--- src/rtl/dcache_controller.sv ---
// Write-back, write-allocate controller for a 2-way, 16-set, 256-bit-line data cache.
// Define DCACHE_PERF_CNT_EN to add saturating hit/miss/write-back counters.
module dcache_controller #(
  parameter int TAG_W  = 23,
  parameter int IDX_W  = 4,
  parameter int LINE_W = 256
) (
  input  logic                clk_i,
  input  logic                rst_i,
  input  logic                cpu_req_i,
  input  logic                cpu_write_i,
  input  logic [31:0]         cpu_addr_i,
  input  logic [31:0]         cpu_data_i,
  output logic [31:0]         cpu_data_o,
  output logic                cpu_stall_o,
  output logic [IDX_W-1:0]    sram_addr_o,
  output logic [TAG_W+1:0]    sram_tag_o,
  output logic [LINE_W-1:0]   sram_data_o,
  output logic                sram_enable_o,
  output logic                sram_write_o,
  input  logic [TAG_W+1:0]    sram_tag_i,
  input  logic [LINE_W-1:0]   sram_data_i,
  input  logic                sram_hit_i,
  output logic                mem_enable_o,
  output logic                mem_write_o,
  output logic [31:0]         mem_addr_o,
  output logic [LINE_W-1:0]   mem_data_o,
  input  logic [LINE_W-1:0]   mem_data_i,
  input  logic                mem_ack_i
`ifdef DCACHE_PERF_CNT_EN
  ,
  output logic [31:0]         hit_cnt_o,
  output logic [31:0]         miss_cnt_o,
  output logic [31:0]         wb_cnt_o
`endif
);

  typedef enum logic [1:0] {IDLE, WRITEBACK, REFILL, UPDATE} state_t;

  state_t              state;
  logic [LINE_W-1:0]   line_buf;
  logic                mem_enable_q, mem_write_q;
  logic [31:0]         mem_addr_q;
  logic                relookup;

  logic [TAG_W-1:0]    tag;
  logic [IDX_W-1:0]    idx;
  logic [2:0]          word;
  logic                lookup, hit, miss, victim_dirty;
  logic [LINE_W-1:0]   merged;
  logic                unused_addr_bits;

  assign tag              = cpu_addr_i[31:32-TAG_W];
  assign idx              = cpu_addr_i[IDX_W+4:5];
  assign word             = cpu_addr_i[4:2];
  assign unused_addr_bits = ^cpu_addr_i[1:0];

  assign lookup       = (state == IDLE) && cpu_req_i;
  assign hit          = lookup && sram_hit_i;
  assign miss         = lookup && !sram_hit_i;
  assign victim_dirty = sram_tag_i[TAG_W+1] && sram_tag_i[TAG_W];

  assign mem_enable_o = mem_enable_q;
  assign mem_write_o  = mem_write_q;
  assign mem_addr_o   = mem_addr_q;
  assign mem_data_o   = (state == WRITEBACK) ? line_buf : '0;

  always_comb begin
    merged = sram_data_i;
    merged[{word, 5'b0} +: 32] = cpu_data_i;
  end

  // Lookup-side outputs are combinational so hits complete with zero stall;
  // they are forced low while reset is held so a live request cannot leak out.
  always_comb begin
    cpu_data_o    = '0;
    cpu_stall_o   = 1'b0;
    sram_addr_o   = '0;
    sram_tag_o    = '0;
    sram_data_o   = '0;
    sram_enable_o = 1'b0;
    sram_write_o  = 1'b0;
    if (!rst_i) begin
      if (cpu_req_i) sram_addr_o = idx;
      sram_enable_o = (state == IDLE) ? cpu_req_i : 1'b1;
      cpu_stall_o   = (state != IDLE) || miss;
      if (hit && !cpu_write_i) cpu_data_o = sram_data_i[{word, 5'b0} +: 32];
      if (hit && cpu_write_i) begin
        sram_write_o = 1'b1;
        sram_tag_o   = {2'b11, tag};
        sram_data_o  = merged;
      end
      if (state == UPDATE) begin
        sram_write_o = 1'b1;
        sram_tag_o   = {2'b10, tag};
        sram_data_o  = line_buf;
      end
    end
  end

  always_ff @(posedge clk_i or posedge rst_i) begin
    if (rst_i) begin
      state        <= IDLE;
      line_buf     <= '0;
      mem_enable_q <= 1'b0;
      mem_write_q  <= 1'b0;
      mem_addr_q   <= '0;
      relookup     <= 1'b0;
    end else begin
      case (state)
        IDLE: begin
          relookup <= 1'b0;
          if (miss) begin
            line_buf     <= sram_data_i;
            mem_enable_q <= 1'b1;
            if (victim_dirty) begin
              state       <= WRITEBACK;
              mem_write_q <= 1'b1;
              mem_addr_q  <= {sram_tag_i[TAG_W-1:0], idx, 5'b0};
            end else begin
              state       <= REFILL;
              mem_write_q <= 1'b0;
              mem_addr_q  <= {tag, idx, 5'b0};
            end
          end
        end
        WRITEBACK: if (mem_ack_i) begin
          state       <= REFILL;
          mem_write_q <= 1'b0;
          mem_addr_q  <= {tag, idx, 5'b0};
        end
        REFILL: if (mem_ack_i) begin
          state        <= UPDATE;
          line_buf     <= mem_data_i;
          mem_enable_q <= 1'b0;
          mem_addr_q   <= '0;
        end
        UPDATE: begin
          state    <= IDLE;
          relookup <= 1'b1;
        end
        default: state <= IDLE;
      endcase
    end
  end

`ifdef DCACHE_PERF_CNT_EN
  // The hit that follows UPDATE is the tail of a miss, not a new hit.
  always_ff @(posedge clk_i or posedge rst_i) begin
    if (rst_i) begin
      hit_cnt_o  <= '0;
      miss_cnt_o <= '0;
      wb_cnt_o   <= '0;
    end else begin
      if (hit && !relookup && hit_cnt_o != '1) hit_cnt_o <= hit_cnt_o + 32'd1;
      if (miss && miss_cnt_o != '1) miss_cnt_o <= miss_cnt_o + 32'd1;
      if (state == WRITEBACK && mem_ack_i && wb_cnt_o != '1) wb_cnt_o <= wb_cnt_o + 32'd1;
    end
  end
`endif

endmodule
--- config.mk ---
export PLATFORM = sky130hd
export DESIGN_NAME = dcache_controller
export DESIGN_NICKNAME = d
export VERILOG_FILES = /design/src/rtl/dcache_controller.sv
export SDC_FILE = /design/constraint.sdc
export NUM_CORES = 1
export LEC_CHECK = 0
export CAP_MARGIN = 15
export CELL_PAD_IN_SITES_DETAIL_PLACEMENT = 0
export CELL_PAD_IN_SITES_GLOBAL_PLACEMENT = 2
export CORE_AREA = 4 4 473 475
export CTS_BUF_LIST = sky130_fd_sc_hd__clkbuf_8 sky130_fd_sc_hd__clkbuf_16
export DETAILED_ROUTE_END_ITERATION = 8
export DIE_AREA = 0 0 477 479
export GPL_TIMING_DRIVEN = 0
export PLACE_DENSITY_LB_ADDON = 0.1
export SETUP_SLACK_MARGIN = 0.02
export SYNTH_ARGS = -nofsm -noshare
export SYNTH_HDL_FRONTEND = slang
export SYNTH_SLANG_ARGS = --single-unit
--- constraint.sdc ---
create_clock -name clk_i -period 19.63 [get_ports clk_i]
set_input_delay 4.9075 -clock clk_i [delete_from_list [all_inputs] [get_ports clk_i]]
set_output_delay 4.9075 -clock clk_i [all_outputs]
set_load 0.005 [all_outputs]
==> run summary, run 1 <==
Hold Path Class: flip-flop to flip-flop
Seq/Total Area, Yosys: 0.278
Ports: 1,217
Fin Hold WS: 0.506 ns
Die Ht: 479 um
Max_slew headroom: 0.148
First-pass GRT wire length: 368,000 um
Post-synth top area share: 0.278
Design Area, Final: 43,900 um2
Final routed DRC violation total: 0
RR Endpoint: line_buf[45]
FP Rows: 172
Max Cap Viol: 0
Kind of critical path: input port to primary output
Synth Register Bits: 287
Crit share post-route: 0.825
Clk slew on worst S/H paths: 0.05 ns
Max-slew violation count: 0
Met3 wire length: 20,000 um
Clk_skew: 0.0216 ns
Met1 Wirelength: 116,000 um
H-tree depth: 2
F_max: 61.8 MHz
Final setup viols: 0
Worst Path Arrival: 11.28 ns
Critical path fanouts, max: 10
WL final: 294,000 um
DR vias: 29,114
Placer's final routability congestion estimate: 0.819
Req. time, crit path: 14.72 ns
Area post-placement: 42,200 um2
Nets: 4,516
Reg2reg setup slack: 16.02 ns
Setup Fix Bufs, Post-CTS: 0
Initial Util: 0.118
Mapped Area: 25,800 um2
# port buffers: 1,207
Critical Path Source Type: input port
Vias in the first global route: 31,030
PwrDens: 131 nW/um2
Top_reg_cell synth: dfrtp_1
Element type at the critical path end: primary output
Post-synth ARST share: 1.00
Unique masters post-synth: 51
PostCTS Resize Cnt: 0
Clock root buffer: clkbuf_16
CP startpoint: cpu_addr_i[3]
Ys Warns: 0
Tot GR Track Use: 0.248
Drt first pass iters: 5
Area Growth Syn to Fin: 69.9%
Final HPWL DP: 243,000 um
Critical Path End: sram_data_o[153]
Ranking of synthesized cells by area: dfrtp_1 (28%), mux2_2 (23%), and2_1 (6.8%)
Outcome: finished, final reports clean
Clock latency on the worst-skew pair: 0.69 ns
Mean post-synth cell area: 9.96 um2
Hold Fails Final Rpt: 0
RSZ-0062 raised after global routing: false
Lkg Pwr: 15.4 nW
EDFF count, synth: 0
Core area: 219,000 um2
CTS Buf Count: 52
Hold-fix buffers, CTS: 0
Measured slew at the worst slew-check pin: 1.28 ns
Largest net degree at the start of global routing: 81
RR Startpoint: state[0]
CTS sink cnt: 287
Max Used Layer: met5
Die width: 477 um
DR WL/cell: 43.1 um
Die area: 228,000 um2
Met2 WL post-DR: 152,000 um
Mapped Cells: 2,595
Post-DR vias/cell: 4.26
Number of routed nets with antenna violations: 0
Initial antenna violation count: 104
Gr ovfl total: 0
Worst-case clock buffer depth: 3
Share of layout cells above drive strength 1: 0.232
FF-to-FF path depth: 8
DR iter-0 viols: 1,646
Clock tree from TritonCTS: yes
Peak supply drop: 0.0639 mV
Min cycle time layout: 16.19 ns
Largest area contributor in the netlist: dfrtp_1
routing by layer:
metal | global-route usage | up-vias
met5 | 0 | -
met4 | 0.0469 | 48
met3 | 0.0690 | 243
met2 | 0.459 | 1270
met1 | 0.284 | 15143
li1 | - | 12410
power breakdown:
| part | internal (mW) | switching [mW] | total (mW) |
|---|---|---|---|
| logic | 1.60 | 2.01 | 3.60 |
| clock network | 0.535 | 0.418 | 0.953 |
| registers | 0.909 | 0.264 | 1.17 |
| total | 3.04 | 2.69 | 5.73 |
worst max-delay path, cell delays in order:
cell	delay, ns
clkdlybuf4s50_1	0.84
buf_2	0.63
buf_2	0.62
inv_1	0.11
ha_1	0.24
ha_1	0.29
buf_6	0.14
inv_2	0.05
buf_2	0.39
buf_2	0.50
clkbuf_1	0.96
o31ai_1	0.19
a221oi_1	0.61
clkdlybuf4s50_1	0.72
how the worst min path moves through the flow:
stage,startpoint,endpoint,slack [ns],cells after the start
2_1_floorplan,line_buf[53],line_buf[53],0.49,1
3_3_place_gp,mem_addr_o[9],mem_addr_o[9],0.49,1
3_5_place_dp,mem_addr_o[20],mem_addr_o[20],0.50,1
4_1_cts,mem_addr_o[20],mem_addr_o[20],0.51,1
5_1_grt,mem_addr_o[24],mem_addr_o[24],0.52,1
6_report,mem_addr_o[15],mem_addr_o[15],0.51,1
cells by family (layout without fill, tap and decap cells):
| group | Yosys count | in the layout | synth area share |
|---|---|---|---|
| multiplexers | 736 | 736 | 0.342 |
| AND/OR/NAND/NOR | 621 | 621 | 0.128 |
| AO/OA/AOI/OAI | 581 | 581 | 0.184 |
| buffers and inverters | 360 | 1698 | 0.0629 |
| flip-flops | 287 | 287 | 0.278 |
| adder cells (fa/ha/maj) | 9 | 9 | 0.00436 |
| other | 1 | 30 | 0.000145 |
cells in the final DEF, fill, tap and decap left out, types with 83 or more instances in the layout:
cell                n
and2_1            281
mux2_2            536
dfrtp_1           287
mux2i_1           136
buf_2              83
clkbuf_1          145
clkdlybuf4s50_1  1207
inv_1              87
nand2_1           261
o21ai_0           182
per-stage QoR:
step	cells	power (mW)	utilization	TNS [ns]	worst slack, ns
4_1_cts	6808	5.88	0.200	0	3.07
5_1_grt	6814	6.02	0.200	0	3.27
2_1_floorplan	2599	2.73	-	0	2.11
3_5_place_dp	6717	4.88	0.192	0	3.08
3_3_place_gp	6677	4.82	0.189	-2015.45	-10.61
6_report	6833	5.73	0.200	0	3.44
cell usage after synthesis, drive strengths merged, types with 64 or more instances:
cell    count
nand2     261
and2      281
o31ai      64
mux2i     136
buf       125
mux2      536
dfrtp     287
clkbuf    165
inv        70
o41a       64
mux4       64
o21ai     192
a221oi    128
state kept, by name (all words and copies together), names as in the netlist:
register	flops
mem_addr_o	27
line_buf	256
state	2
mem_enable_o	1
mem_write_o	1
layout make-up:
| class | instances | area [um2] |
|---|---|---|
| clock buffers | 64 | 1470 |
| fillers | 24266 | 175000 |
| clock inverters | 27 | 176 |
| well taps | 2871 | 3590 |
| inverters | 70 | 270 |
| flip-flops and latches | 287 | 7180 |
| multi-input cells | 1952 | 17100 |
| plain buffers | 290 | 1390 |
| diodes | 25 | 62.6 |
| repair buffers | 1247 | 12700 |
Note: power is estimated with default switching activity, not from simulation.
==> run 2: changes to the inputs <==
- clock period: 19.63 -> 15.73 ns (I/O delays scaled with it)
==> results of run 2 <==
The final DEF is identical to that of run 1. Status: finished, final reports clean.
Main changes from that run: setup slack after placement 3.08 ns -> 1.13 ns; setup slack after layout 3.44 ns -> 1.49 ns; register-to-register setup slack 16.02 ns -> 12.12 ns; total power 5.73 mW -> 7.15 mW; worst IR drop on VDD 0.0639 mV -> 0.0798 mV
==> run 3: changes to the inputs <==
- GPL_TIMING_DRIVEN: 0 -> not set
==> run summary, run 3 (synthesized netlist as in run 1, its figures left out) <==
CTS Buf Count: 53
Setup Fix Bufs, Post-CTS: 0
PwrDens: 150 nW/um2
Largest net degree at the start of global routing: 107
Fin Hold WS: 0.505 ns
Number of routed nets with antenna violations: 0
DR iter-0 viols: 1,295
Hold Fails Final Rpt: 0
Measured slew at the worst slew-check pin: 1.13 ns
Top reg by flops: line_buf
Setup TNS: 0 ns
Max-slew violation count: 0
DR vias: 27,002
Die width: 477 um
Placer's final routability congestion estimate: 0.779
Initial Util: 0.118
Element type at the critical path end: primary output
Final worst setup slack: 3.56 ns
Min cycle time layout: 12.17 ns
Area post-placement: 40,900 um2
Clock tree from TritonCTS: yes
Die Ht: 479 um
Fin util: 0.195
Max_slew headroom: 0.239
Critical path fanouts, max: 31
Comb power frac: 0.580
CTS sink cnt: 287
Drt first pass iters: 5
Ports: 1,217
Core area: 219,000 um2
Worst Path Arrival: 8.24 ns
Hold Path Class: flip-flop to flip-flop
Final setup viols: 0
Req. time, crit path: 11.80 ns
Gr ovfl total: 0
Max Cap Viol: 0
Initial antenna violation count: 80
Outcome: finished, final reports clean
Max reg flops: 256
Peak supply drop: 0.136 mV
Clk slew on worst S/H paths: 0.05 ns
First-pass GRT wire length: 300,000 um
Area Growth Syn to Fin: 65.4%
DR WL/cell: 34.6 um
H-tree depth: 2
Lkg Pwr: 14.8 nW
Reg power frac: 0.225
Vias in the first global route: 29,118
Share of layout cells above drive strength 1: 0.224
Tot GR Track Use: 0.192
Dpl ws: 3.30 ns
Clock power frac: 0.195
RSZ-0062 raised after global routing: false
Kind of critical path: input port to primary output
Crit share post-route: 0.774
PostCTS Resize Cnt: 0
Clk_skew: 0.0526 ns
P_sw: 2.65 mW
Clock root buffer: clkbuf_16
Switch share: 0.414
WL final: 227,000 um
F_max: 82.1 MHz
Most frequent cells in the layout: clkdlybuf4s50_1 (1,206), mux2_2 (536), dfrtp_1 (287)
Design Area, Final: 42,700 um2
Final HPWL DP: 171,000 um
Internal: 3.75 mW
Worst-case clock buffer depth: 3
Clock latency on the worst-skew pair: 0.70 ns
Die area: 228,000 um2
Critical Path Source Type: input port
Nets: 4,254
# port buffers: 1,209
Final routed DRC violation total: 0
Post-DR vias/cell: 4.11
Hold-fix buffers, CTS: 0
FP Rows: 172
Commonest non-fill, non-tap cell in the layout: clkdlybuf4s50_1
==> run 3: area by class of cell <==
type                       instances  area, um2
fill                           24338     177000
multi-input combinational       1952      17200
timing repair buffer            1274      12700
sequential                       287       7180
tap                             2871       3590
clock buffer                      70       1570
inverter                          70        275
clock inverter                    28        191
antenna                           16       40.0
==> run 3: final timing paths <==
kind,cells past startpoint,slack [ns],end,start
hold / removal,1,0.51,mem_addr_o[9],mem_addr_o[9]
min in group asynchronous,2,3.41,line_buf[157],rst_i
setup / recovery,8,3.56,sram_data_o[122],cpu_addr_i[4]
max in group asynchronous,5,9.75,line_buf[174],rst_i
hold reg to reg,1,0.51,mem_addr_o[9],mem_addr_o[9]
setup reg to reg,8,11.28,line_buf[194],state[0]
==> run 3: critical path: stages <==
cell	delay [ns]
clkdlybuf4s50_1	0.74
inv_1	0.18
ha_1	0.58
nor4bb_4	0.68
buf_12	0.48
mux2i_1	0.13
o21ai_0	0.78
clkdlybuf4s50_1	0.70
==> run 3: power groups by stage <==
stage / Sequential, mW / Clock [mW] / Combinational, mW
3_5_place_dp: 1.47 / 0 / 3.82
5_1_grt: 1.51 / 1.33 / 4.00
3_3_place_gp: 1.47 / 0 / 3.83
6_report: 1.44 / 1.25 / 3.71
2_1_floorplan: 1.32 / 0 / 2.08
4_1_cts: 1.45 / 1.32 / 3.84
==> run 3: per-stage QoR <==
step / power, mW / instances
after floorplan: 3.40 / 2599
after global placement: 5.29 / 6454
after detailed placement: 5.28 / 6454
after CTS: 6.61 / 6552
after global routing: 6.84 / 6554
final: 6.40 / 6568
==> run 3: routing by layer <==
layer / up-vias / global-route usage / wire (um)
met5: - / 0 / 368
met4: 56 / 0.0266 / 3140
met3: 222 / 0.0713 / 18900
met1: 13834 / 0.222 / 91200
li1: 11866 / - / -
met2: 1024 / 0.343 / 114000
